--- config.mk ---
export PLATFORM = sky130hd
export DESIGN_NAME = mem_dma
export DESIGN_NICKNAME = d
export VERILOG_FILES = /design/src/rtl/mem_dma_pkg.sv /design/src/rtl/mem_dma.sv
export SDC_FILE = /design/constraint.sdc
export NUM_CORES = 1
export LEC_CHECK = 0
export CELL_PAD_IN_SITES_DETAIL_PLACEMENT = 0
export CELL_PAD_IN_SITES_GLOBAL_PLACEMENT = 1
export CORE_MARGIN = 5
export CORE_UTILIZATION = 42
export CTS_CLUSTER_SIZE = 25
export DETAILED_ROUTE_END_ITERATION = 10
export PLACE_DENSITY_LB_ADDON = 0.25
export SLEW_MARGIN = 10
export SYNTH_ARGS = -nofsm -noshare
export SYNTH_HDL_FRONTEND = slang
export SYNTH_SLANG_ARGS = --single-unit
--- constraint.sdc ---
create_clock -name mem_clk -period 4.5 [get_ports mem_clk]
set_input_delay 1.125 -clock mem_clk [delete_from_list [all_inputs] [get_ports mem_clk]]
set_output_delay 1.125 -clock mem_clk [all_outputs]
set_load 0.01 [all_outputs]
--- src/rtl/mem_dma_pkg.sv ---
// mem_dma shared definitions: register map,
// CTRL bit positions and FSM state encoding.
package mem_dma_pkg;

  localparam logic [3:0] REG_SRC  = 4'd0;
  localparam logic [3:0] REG_DST  = 4'd1;
  localparam logic [3:0] REG_LEN  = 4'd2;
  localparam logic [3:0] REG_CTRL = 4'd3;

  localparam int CTRL_START  = 0;
  localparam int CTRL_DONE   = 1;
  localparam int CTRL_ABORT  = 2;
  localparam int CTRL_IRQ_EN = 3;

  typedef enum logic [2:0] {
    ST_IDLE,
    ST_READ,
    ST_GAP_W,
    ST_WRITE,
    ST_GAP_R
  } state_t;

endpackage

--- src/rtl/mem_dma.sv ---
// Word-copy DMA: register responder for the CPU,
// valid/ready bus initiator doing read-then-write per word.
module mem_dma
  import mem_dma_pkg::*;
#(
  parameter int LEN_W = 16
) (
  input  logic        mem_clk,
  input  logic        rst_n,
  input  logic        s_valid,
  input  logic [3:0]  s_addr,
  input  logic [31:0] s_wdata,
  input  logic [3:0]  s_wstrb,
  output logic        s_ready,
  output logic [31:0] s_rdata,
  output logic        m_valid,
  output logic [31:0] m_addr,
  output logic [31:0] m_wdata,
  output logic [3:0]  m_wstrb,
  input  logic        m_ready,
  input  logic [31:0] m_rdata,
  output logic        irq
);

  state_t state, state_d;

  logic [31:0]      src, dst, buf_q, rd_mux;
  logic [LEN_W-1:0] len;
  logic done, irq_en, abort_pend, s_ready_q;
  logic busy, rd_fire, wr, wr_ctrl;
  logic wr_src, wr_dst, wr_len;
  logic start_go, abort_go;
  logic rd_done, wr_done, last, finish;

  logic        m_valid_d;
  logic [31:0] m_addr_d, m_wdata_d;
  logic [3:0]  m_wstrb_d;

  assign busy     = state != ST_IDLE;
  assign s_ready  = s_ready_q;
  assign rd_fire  = s_valid & ~s_ready_q;
  assign wr       = s_valid & s_ready_q & (|s_wstrb);
  assign wr_src   = wr & (s_addr == REG_SRC) & ~busy;
  assign wr_dst   = wr & (s_addr == REG_DST) & ~busy;
  assign wr_len   = wr & (s_addr == REG_LEN) & ~busy;
  assign wr_ctrl  = wr & (s_addr == REG_CTRL);
  assign start_go = wr_ctrl & s_wdata[CTRL_START] & ~busy;
  assign abort_go = wr_ctrl & s_wdata[CTRL_ABORT] & busy;
  assign rd_done  = (state == ST_READ) & m_ready;
  assign wr_done  = (state == ST_WRITE) & m_ready;
  assign last     = (len == '0) | abort_pend;
  assign finish   = (state == ST_GAP_R) & last;
  assign irq      = done & irq_en;

  always_comb begin
    rd_mux = '0;
    unique case (1'b1)
      (s_addr == REG_SRC):  rd_mux = src;
      (s_addr == REG_DST):  rd_mux = dst;
      (s_addr == REG_LEN):  rd_mux[LEN_W-1:0] = len;
      (s_addr == REG_CTRL): rd_mux[3:0] = {irq_en, 1'b0, done, busy};
      default:              rd_mux = '0;
    endcase
  end

  always_ff @(posedge mem_clk) begin
    if (!rst_n) state <= ST_IDLE;
    else        state <= state_d;
  end

  // zero-length start walks through GAP_R so DONE lands like a real copy
  always_comb begin
    state_d = state;
    unique case (state)
      ST_IDLE:  if (start_go)
                  state_d = (len == '0) ? ST_GAP_R : ST_READ;
      ST_READ:  if (m_ready) state_d = ST_GAP_W;
      ST_GAP_W: state_d = ST_WRITE;
      ST_WRITE: if (m_ready) state_d = ST_GAP_R;
      ST_GAP_R: state_d = last ? ST_IDLE : ST_READ;
      default:  state_d = ST_IDLE;
    endcase
  end

  always_comb begin
    m_valid_d = (state_d == ST_READ) | (state_d == ST_WRITE);
    m_addr_d  = '0;
    m_wdata_d = '0;
    m_wstrb_d = '0;
    if (state_d == ST_READ) begin
      m_addr_d = src;
    end else if (state_d == ST_WRITE) begin
      m_addr_d  = dst;
      m_wdata_d = buf_q;
      m_wstrb_d = 4'hF;
    end
  end

  always_ff @(posedge mem_clk) begin
    if (!rst_n) begin
      m_valid <= 1'b0;
      m_addr  <= '0;
      m_wdata <= '0;
      m_wstrb <= '0;
    end else begin
      m_valid <= m_valid_d;
      m_addr  <= m_addr_d;
      m_wdata <= m_wdata_d;
      m_wstrb <= m_wstrb_d;
    end
  end

  always_ff @(posedge mem_clk) begin
    if (!rst_n) begin
      s_ready_q <= 1'b0;
      s_rdata   <= '0;
    end else begin
      s_ready_q <= rd_fire;
      s_rdata   <= rd_fire ? rd_mux : '0;
    end
  end

  always_ff @(posedge mem_clk) begin
    if (!rst_n) begin
      src        <= '0;
      dst        <= '0;
      len        <= '0;
      buf_q      <= '0;
      done       <= 1'b0;
      irq_en     <= 1'b0;
      abort_pend <= 1'b0;
    end else begin
      if (wr_src)       src <= {s_wdata[31:2], 2'b00};
      else if (wr_done) src <= src + 32'd4;
      if (wr_dst)       dst <= {s_wdata[31:2], 2'b00};
      else if (wr_done) dst <= dst + 32'd4;
      if (wr_len)       len <= s_wdata[LEN_W-1:0];
      else if (wr_done) len <= len - LEN_W'(1);
      if (rd_done)      buf_q <= m_rdata;
      if (wr_ctrl)      irq_en <= s_wdata[CTRL_IRQ_EN];
      if (finish)       done <= 1'b1;
      else if (wr_ctrl && s_wdata[CTRL_DONE])
        done <= 1'b0;
      if (state_d == ST_IDLE) abort_pend <= 1'b0;
      else if (abort_go)      abort_pend <= 1'b1;
    end
  end

endmodule

==> results summary, run 1 <==
The flow ran to the end, and the final reports show no timing, DRC or antenna violations. The routed wire length came out at 29,400 um. Clock-pin slew was measured on the worst setup and hold paths at 0.06 ns. Setup repair after global routing left no endpoint under its margin. The detailed router finished its first iteration with 796 violations.

The share of total power in sequential cells is between 40% and 50%. The residual antenna-violating net count after detailed routing came out at 0. The pin count of the biggest net entering global routing came out at 51. The tightest min-delay check is of the flop to flop type. The most used flip-flop cell after synthesis is sky130_fd_sc_hd__dfxtp_1. The share of the clock period used by the worst path is 76.8%. In this run the count of I/O pins placed on the die edge is 179.

Power spread over the standard cell area amounts to 327 nW/um^2. Post-CTS repair changed the size of 0 cells. The via density per instance is 5.79. The share of async-settable or async-resettable flops after synthesis came out at 0%.

The post-DP HPWL came out at 20,200 um. Once the floorplan was initialized, standard cells occupied between 40% and 50% of the core. The number of enable-type register cells in the synthesized netlist is 0. The most frequent standard cell in the layout excluding fill and tap cells is sky130_fd_sc_hd__dfxtp_1.

During placement, the flow inserted port buffers numbering between 150 and 200. The horizontal extent of the die came out at 157 um. The count of maximum capacitance violations is 0. The CTS tree is built. For this design the total switching power over the nets is 0.000841 W.

The longest clock path from root to sink contains 3 buffers. The internal power of the cells totals 0.00301 W. The top achievable clock speed is 0.289 GHz. The clock sink total is 211. The first global-routing pass estimated 45,100 um of wire. The initialized floorplan defines 53 standard-cell rows. The diode insertion count for antenna repair is 0. The power share of the combinational group came out at 4.0%. By startpoint and endpoint, the worst setup path is classified as primary input to flop. The peak fanout along the critical path is 13.

The number of buffers inserted for hold repair after clock tree synthesis is 0. The number of CTS-inserted buffers is 23. After detailed routing, the average wire length per cell comes to 19.9 um. The number of buffers added for setup after CTS is 0. The number of levels the H-tree was split into is 1.

After filler insertion, the fill cell instance count of the layout stands at 1,967. The placeable core region is about 21,000 um^2. The final critical-path required period came out at 3.45 ns. In the global route stage, overall resource usage came out at 22.8%.

The final-report hold violation count is 0. The distinct cell type count of the synthesized netlist came out at 70. The smallest setup slack after layout is 1.05 ns. The count of final max-slew check failures was 0. STA classifies the critical path endpoint as a flop.

The number of detailed-route iterations in the first pass is 9. The vias after detailed routing is 8,552. Setup violations remaining at the end of the flow were counted as 0. The worst-skew pair later-pin latency is 0.51 ns.

Counting every instance in the synthesized netlist gives 1,044. The data required time of the critical path came out at 4.84 ns. Hold is met by between 0.4 and 0.5 ns.

The maximum ir drop on the vdd rail is between 0.0002 and 0.00025 V. The die covers around 25,000 um^2. The register bit total from synthesis is 211. The number of warnings reported in the yosys synthesis log came out at 0. In this run the tightest slew margin relative to its limit is 22.4%. The register-to-register setup slack came out at roughly 1.6 ns.

The remaining global-route overflow came out at 0. The leakage power is 3.88 nW. The actual slew at the worst max-slew pin came out at ~1.2 ns. The final layout net count came out at 1,265.

The cell sitting at the root of the clock tree is a sky130_fd_sc_hd__clkbuf_16. The setup slack after placement came out at 0.611 ns. The fraction of final layout cells with drive strength greater than 1 is approximately a tenth. The switching fraction of total power came out at 21.9%.

The average cell area after synthesis is 8.69 um^2. The overall power consumption came out at 0.00385 W. The via count of the first global-routing pass is 7,967. On the final layout, the worst clock skew is 0.0116 ns.

The aggregate negative setup slack came out at 0 ns. The arrival time reported for the critical path endpoint is 3.80 ns. In the layout the commonest cells are sky130_fd_sc_hd__dfxtp_1, sky130_fd_sc_hd__clkdlybuf4s50_1, sky130_fd_sc_hd__nand2_1.

The global placement routability congestion is 0.867. STA classifies the critical path startpoint as a primary input. The number of antenna violations at the first check in global routing is 0. The sequential fraction of the synthesis area is 46.5%. The die height came out at between 150 and 200 um. The clock power share is 47.2%. For this run, design rule violations remaining after detail routing come to 0.

The combined area of all synthesized cells is 9070 um^2. The synthesis-to-finish area growth is 29.7%.
[path summary, 6_finish.rpt]
| check | start | end | cells past startpoint |
|---|---|---|---|
| max | s_addr[1] | len[13]$_SDFFE_PN0P_ | 5 |
| min | buf_q[6]$_SDFFE_PN0P_ | buf_q[6]$_SDFFE_PN0P_ | 2 |
| max reg2reg | len[0]$_SDFFE_PN0P_ | m_addr[9]$_SDFF_PN0_ | 6 |
| min reg2reg | buf_q[6]$_SDFFE_PN0P_ | buf_q[6]$_SDFFE_PN0P_ | 2 |
[synth_stat cells, types with 3 or more instances]
| cell type | instances | area (um^2) |
|---|---|---|
| sky130_fd_sc_hd__and3_1 | 9 | 56.3 |
| sky130_fd_sc_hd__nand4b_1 | 3 | 26.3 |
| sky130_fd_sc_hd__a2bb2oi_1 | 5 | 43.8 |
| sky130_fd_sc_hd__nor2b_1 | 4 | 25.0 |
| sky130_fd_sc_hd__a222oi_1 | 14 | 140 |
| sky130_fd_sc_hd__and2_1 | 9 | 56.3 |
| sky130_fd_sc_hd__o21a_1 | 4 | 30.0 |
| sky130_fd_sc_hd__nor3_1 | 23 | 115 |
| sky130_fd_sc_hd__ha_1 | 3 | 37.5 |
| sky130_fd_sc_hd__nand3b_1 | 5 | 37.5 |
| sky130_fd_sc_hd__and2_4 | 29 | 254 |
| sky130_fd_sc_hd__inv_1 | 12 | 45.0 |
| sky130_fd_sc_hd__or3_1 | 4 | 25.0 |
| sky130_fd_sc_hd__o211ai_1 | 4 | 30.0 |
| sky130_fd_sc_hd__o21ai_0 | 34 | 170 |
| sky130_fd_sc_hd__and4_1 | 11 | 96.3 |
| sky130_fd_sc_hd__nor2_1 | 111 | 417 |
| sky130_fd_sc_hd__a22oi_1 | 21 | 158 |
| sky130_fd_sc_hd__mux2_2 | 4 | 45.0 |
| sky130_fd_sc_hd__dfxtp_1 | 211 | 4220 |
| sky130_fd_sc_hd__nand3_1 | 36 | 180 |
| sky130_fd_sc_hd__a21oi_1 | 90 | 450 |
| sky130_fd_sc_hd__nand4_1 | 21 | 131 |
| sky130_fd_sc_hd__buf_1 | 3 | 11.3 |
| sky130_fd_sc_hd__o311ai_0 | 4 | 35.0 |
| sky130_fd_sc_hd__a31oi_1 | 21 | 131 |
| sky130_fd_sc_hd__a221oi_1 | 5 | 43.8 |
| sky130_fd_sc_hd__a211oi_1 | 16 | 120 |
| sky130_fd_sc_hd__buf_4 | 5 | 37.5 |
| sky130_fd_sc_hd__nor4_2 | 4 | 50.1 |
| sky130_fd_sc_hd__xor2_1 | 15 | 131 |
| sky130_fd_sc_hd__buf_6 | 3 | 33.8 |
| sky130_fd_sc_hd__a32oi_1 | 35 | 307 |
| sky130_fd_sc_hd__o31a_1 | 3 | 26.3 |
| sky130_fd_sc_hd__clkbuf_1 | 59 | 221 |
| sky130_fd_sc_hd__nor4_1 | 10 | 62.6 |
| sky130_fd_sc_hd__or4_1 | 5 | 37.5 |
| sky130_fd_sc_hd__nand2_1 | 124 | 465 |
| sky130_fd_sc_hd__xnor2_1 | 11 | 96.3 |
| sky130_fd_sc_hd__buf_2 | 16 | 80.1 |
[metrics by stage]
stage	std cells	cell area [um^2]	utilization (%)
final	1478	11800	55.6
after global routing	1478	11800	55.6
after CTS	1478	11800	55.6
after detailed placement	1436	11000	52.2
after global placement	1436	11000	52.2
after floorplan	1045	9080	-
[area by class of cell]
| type | count | area [um^2] | area share (%) |
|---|---|---|---|
| repair buffers | 202 | 1970 | 16.7 |
| flip-flops and latches | 211 | 4220 | 35.9 |
| clock inverters | 6 | 40.0 | 0.340 |
| multi-input cells | 735 | 4450 | 37.8 |
| inverters | 13 | 48.8 | 0.415 |
| clock buffers | 36 | 694 | 5.90 |
| well taps | 275 | 344 | 2.92 |
[power by group through the flow]
stage / Sequential, W / Clock [W] / Combinational [W]
final: 0.00188 / 0.00182 / 0.000155
after global routing: 0.00188 / 0.00195 / 0.000163
after CTS: 0.00188 / 0.00185 / 0.000154
after detailed placement: 0.00192 / 0 / 0.000153
after global placement: 0.00192 / 0 / 0.000153
after floorplan: 0.00192 / 0 / 0.0000492
[critical path, cell delays in order]
cell and delay, ns:
sky130_fd_sc_hd__clkdlybuf4s50_1 0.69, sky130_fd_sc_hd__nor4b_2 0.86, sky130_fd_sc_hd__nand4_1 0.69, sky130_fd_sc_hd__o311ai_0 0.32, sky130_fd_sc_hd__a31oi_1 0.11
[sequential cells by signal, summed over array words and instances (netlist names), 3 cells and up]
register and count:
state 3, dst 30, m_addr 30, len 16
src 30, buf_q 32, s_rdata 32, m_wdata 32
[routing by layer]
metal	wire, um	track usage (%)
met3	2430	3.82
met4	650	5.62
met1	12800	32.2
met5	0	0
met2	13500	36.7
[kinds of logic (layout without fill, tap and decap cells)]
group / after synthesis / count (layout) / share of synthesized area [%]
simple gates: 429 / 429 / 24.9
compound gates: 269 / 269 / 20.1
flops: 211 / 211 / 46.5
buf+inv: 99 / 257 / 4.77
xor+xnor: 26 / 26 / 2.51
mux: 6 / 6 / 0.717
fa+ha+maj: 3 / 3 / 0.414
other cells: 1 / 2 / 0.0413
No activity file was read; power rests on OpenSTA's default activity.
==> run 2, diff against run 1 <==
--- a/config.mk
+++ b/config.mk
@@ -8,7 +8,7 @@
 export CELL_PAD_IN_SITES_DETAIL_PLACEMENT = 0
 export CELL_PAD_IN_SITES_GLOBAL_PLACEMENT = 1
 export CORE_MARGIN = 5
-export CORE_UTILIZATION = 42
+export CORE_UTILIZATION = 35
 export CTS_CLUSTER_SIZE = 25
 export DETAILED_ROUTE_END_ITERATION = 10
 export PLACE_DENSITY_LB_ADDON = 0.25
==> constraint.sdc (replaced) <==
create_clock -name mem_clk -period 2.9 [get_ports mem_clk]
set_input_delay 0.725 -clock mem_clk [delete_from_list [all_inputs] [get_ports mem_clk]]
set_output_delay 0.725 -clock mem_clk [all_outputs]
set_load 0.01 [all_outputs]
==> results summary, run 2 (synthesis results as in run 1) <==
Status: completed (unchanged). The total of cells resized after clock tree synthesis came out at 0 (unchanged). The count of maximum capacitance violations is 0 (unchanged). The clock tree root buffer cell is sky130_fd_sc_hd__clkbuf_16 (unchanged). The arrival time reported for the critical path endpoint is 3.04 ns (was 3.80 ns). The maximum ir drop on the vdd rail is 0.000344 V (was 0.000231 V). The starting density of the core is 35.2% (was 42.9%). The leakage power was 4.20 nW (was 3.88 nW). The final critical-path required period came out at 2.64 ns. The final layout net count came out at 1,320 (was 1,265). The worst flop-to-flop path startpoint is len[2]$_SDFFE_PN0P_ (was len[0]$_SDFFE_PN0P_). The kind of cell adding the most delay to the critical path is simple AND/OR/NAND/NOR gates (unchanged). The routed wire length came to 31,400 um (was 29,400 um). The cell type of the slowest stage on the worst timing path is sky130_fd_sc_hd__clkdlybuf4s50_1 (was sky130_fd_sc_hd__nor4b_2). The sequential standard cell area was 4220 um^2 (unchanged).

The number of levels the H-tree was split into came to 1 (unchanged). The element type at the critical path start is a primary input (unchanged). The pin count of the biggest net entering global routing came out at 56 (was 51). The overall die area came out at 29,200 um^2 (was 24,600 um^2). The number of ports placed on the die boundary came out at 179 (unchanged). The share of the clock period used by the worst path came out at ~90%. The number of stages on the worst hold path came out at 2 (unchanged).

The vias after detailed routing came to 8,688 (was 8,552). The number of cell rows is 59 (was 53). The die height is 171 um (was 157 um). The category of the worst setup path capture point is a flop (unchanged). The kind of path behind the tightest hold check was flop to flop (unchanged). The placeable core region came out at 25,800 um^2 (was 21,200 um^2). The clock sink total came to 211 (unchanged).

The global-route wire length before repair came out at 48,400 um (was 45,100 um). Critical path cell sequence: clkdlybuf4s50_1 -> or4bb_1 -> nor4_2 -> nand4_1 -> buf_4 -> a32oi_1 -> nor2_1 (was clkdlybuf4s50_1 -> nor4b_2 -> nand4_1 -> o311ai_0 -> a31oi_1). The data required time of the critical path came out at 3.30 ns (was 4.84 ns). The diode insertion count for antenna repair was 0 (unchanged). The worst slew margin relative to its limit is 52.5% (was 22.4%).

The number of CTS-inserted buffers was 24 (was 23). The horizontal extent of the die is 171 um (was 157 um). The number of buffers added for setup after CTS came to 0 (unchanged). The post-DP HPWL was 22,500 um (was 20,200 um).

The actual slew at the worst max-slew pin came to 0.706 ns (was 1.16 ns). The clock-pin slew reported for the worst setup and hold paths after clock tree synthesis was 0.06 ns (about the same). The worst-case hold path end point is buf_q[30]$_SDFFE_PN0P_ (was buf_q[6]$_SDFFE_PN0P_).

The final-report hold violation count was 0 (unchanged). The number of fillers in the final layout is 2,516 (was 1,967). The launch point of the worst hold path is buf_q[30]$_SDFFE_PN0P_ (was buf_q[6]$_SDFFE_PN0P_). The final-report setup violation count came to 0 (unchanged). The CTS tree is built (unchanged). The maximum cell stage delay along the critical path came out at 0.55 ns (was 0.86 ns). The number of buffers and inverters on the critical path is 2 (was 1). The detailed-route DRC error count came out at 0 (unchanged). The top achievable clock speed is 0.378 GHz. The post-route clock skew came out at 0.0122 ns (was 0.0116 ns).

The number of detailed-route iterations in the first pass came out at 5 (was 9). The synthesis-to-finish area growth came out at 36.3% (was 29.7%). The via count of the first global-routing pass came out at 8,288 (was 7,967).

The average wire per cell in the routed design came out at 19.7 um (was 19.9 um). The number of input and output port buffers inserted is 176 (unchanged). The power density of the placed cells came to 497 nW/um^2 (was 327 nW/um^2). Top library cells by usage in the layout, fill and taps aside: sky130_fd_sc_hd__dfxtp_1, sky130_fd_sc_hd__clkdlybuf4s50_1, sky130_fd_sc_hd__nand2_1 (unchanged). The initial detailed-routing violation count came out at 872 (was 796). The number of antenna violations at the first check in global routing came out at 0 (unchanged).

The fraction of final layout cells with drive strength greater than 1 came to 14.0% (was 10.1%). The peak fanout along the critical path is 15 (was 13). The worst-skew pair later-pin latency came out at 0.52 ns (was 0.51 ns).

The count of final max-slew check failures was 0 (unchanged). The residual antenna-violating net count after detailed routing is 0 (unchanged). The most frequent standard cell in the layout excluding fill and tap cells was sky130_fd_sc_hd__dfxtp_1 (unchanged). The setup slack after placement came out at -0.251 ns (was 0.611 ns). The overall routing resource usage is 20.7% (was 22.8%). The remaining global-route overflow is 0 (unchanged). The startpoint-to-endpoint class of the critical path is primary input to flop (unchanged).

The area of the multi-input gates came out at 4450 um^2 (unchanged). The maximum count of clock buffers along a single path came out at 3 (unchanged). The final design utilization came out at 48.0% (was 55.6%). Setup repair after global routing missed its margin: no (unchanged).

The global placement routability congestion is 0.873 (was 0.867). Largest registers: buf_q x32, m_wdata x32, s_rdata x32 (unchanged). The register-to-register setup slack came out at 0.33 ns (was 1.63 ns). The via density per instance is 5.45 (was 5.79). The number of buffers inserted for hold repair after clock tree synthesis came to 0 (unchanged). The capture instance of the worst register-to-register path is m_addr[2]$_SDFF_PN0_ (was m_addr[9]$_SDFF_PN0_). The depth of the most critical reg-to-reg path is 6 (unchanged). The smallest setup slack after layout came out at 0.258 ns (was 1.05 ns).
-- run 2: tightest hold or removal path: cells and delay by family, from the launching register on --
kind	cells	cell delay (ns)
flops	1	0.30
compound gates	1	0.05
simple gates	1	0.05
-- run 2: final cells by class --
| type | instances | area share (%) |
|---|---|---|
| clock buffers | 36 | 5.71 |
| well taps | 335 | 3.39 |
| flip-flops and latches | 211 | 34.1 |
| multi-input cells | 735 | 35.9 |
| clock inverters | 7 | 0.536 |
| repair buffers | 256 | 19.9 |
| inverters | 13 | 0.394 |
-- run 2: through the flow --
| stage | setup TNS, ns | instances | cell area (um^2) | power, W | hold WS (ns) |
|---|---|---|---|---|---|
| after CTS | 0 | 1593 | 12400 | 0.00622 | 0.450 |
| after global placement | -7.99 | 1550 | 11600 | 0.00323 | 0.436 |
| final | 0 | 1593 | 12400 | 0.00615 | 0.449 |
| after detailed placement | -9.90 | 1550 | 11600 | 0.00323 | 0.441 |
| after global routing | 0 | 1593 | 12400 | 0.00637 | 0.467 |
| after floorplan | 0 | 1045 | 9080 | 0.00305 | 0.430 |
-- run 2: worst max path at each step --
stage / startpoint / end / depth (start not counted)
floorplan: s_addr[1] / src[20]$_SDFFE_PN0P_ / 6
global placement: s_addr[1] / m_addr[17]$_SDFF_PN0_ / 7
detailed placement: s_addr[1] / m_addr[2]$_SDFF_PN0_ / 7
CTS: s_addr[1] / m_addr[2]$_SDFF_PN0_ / 7
global route: s_addr[1] / m_addr[2]$_SDFF_PN0_ / 7
finish: s_addr[1] / m_addr[2]$_SDFF_PN0_ / 7
-- run 2: where the power goes --
part	switching [W]	leakage [nW]	internal [W]
clock	0.00121	0.379	0.00177
combinational	0.000125	2.12	0.000130
sequential	0.00000993	1.70	0.00290
-- run 2: routing by layer --
layer	wire length (um)	global-route usage, %	vias to the layer above
met2	13900	32.3	357
met5	0	0	-
li1	-	-	4189
met1	14400	30.4	4095
met3	2610	3.14	47
met4	579	4.82	0
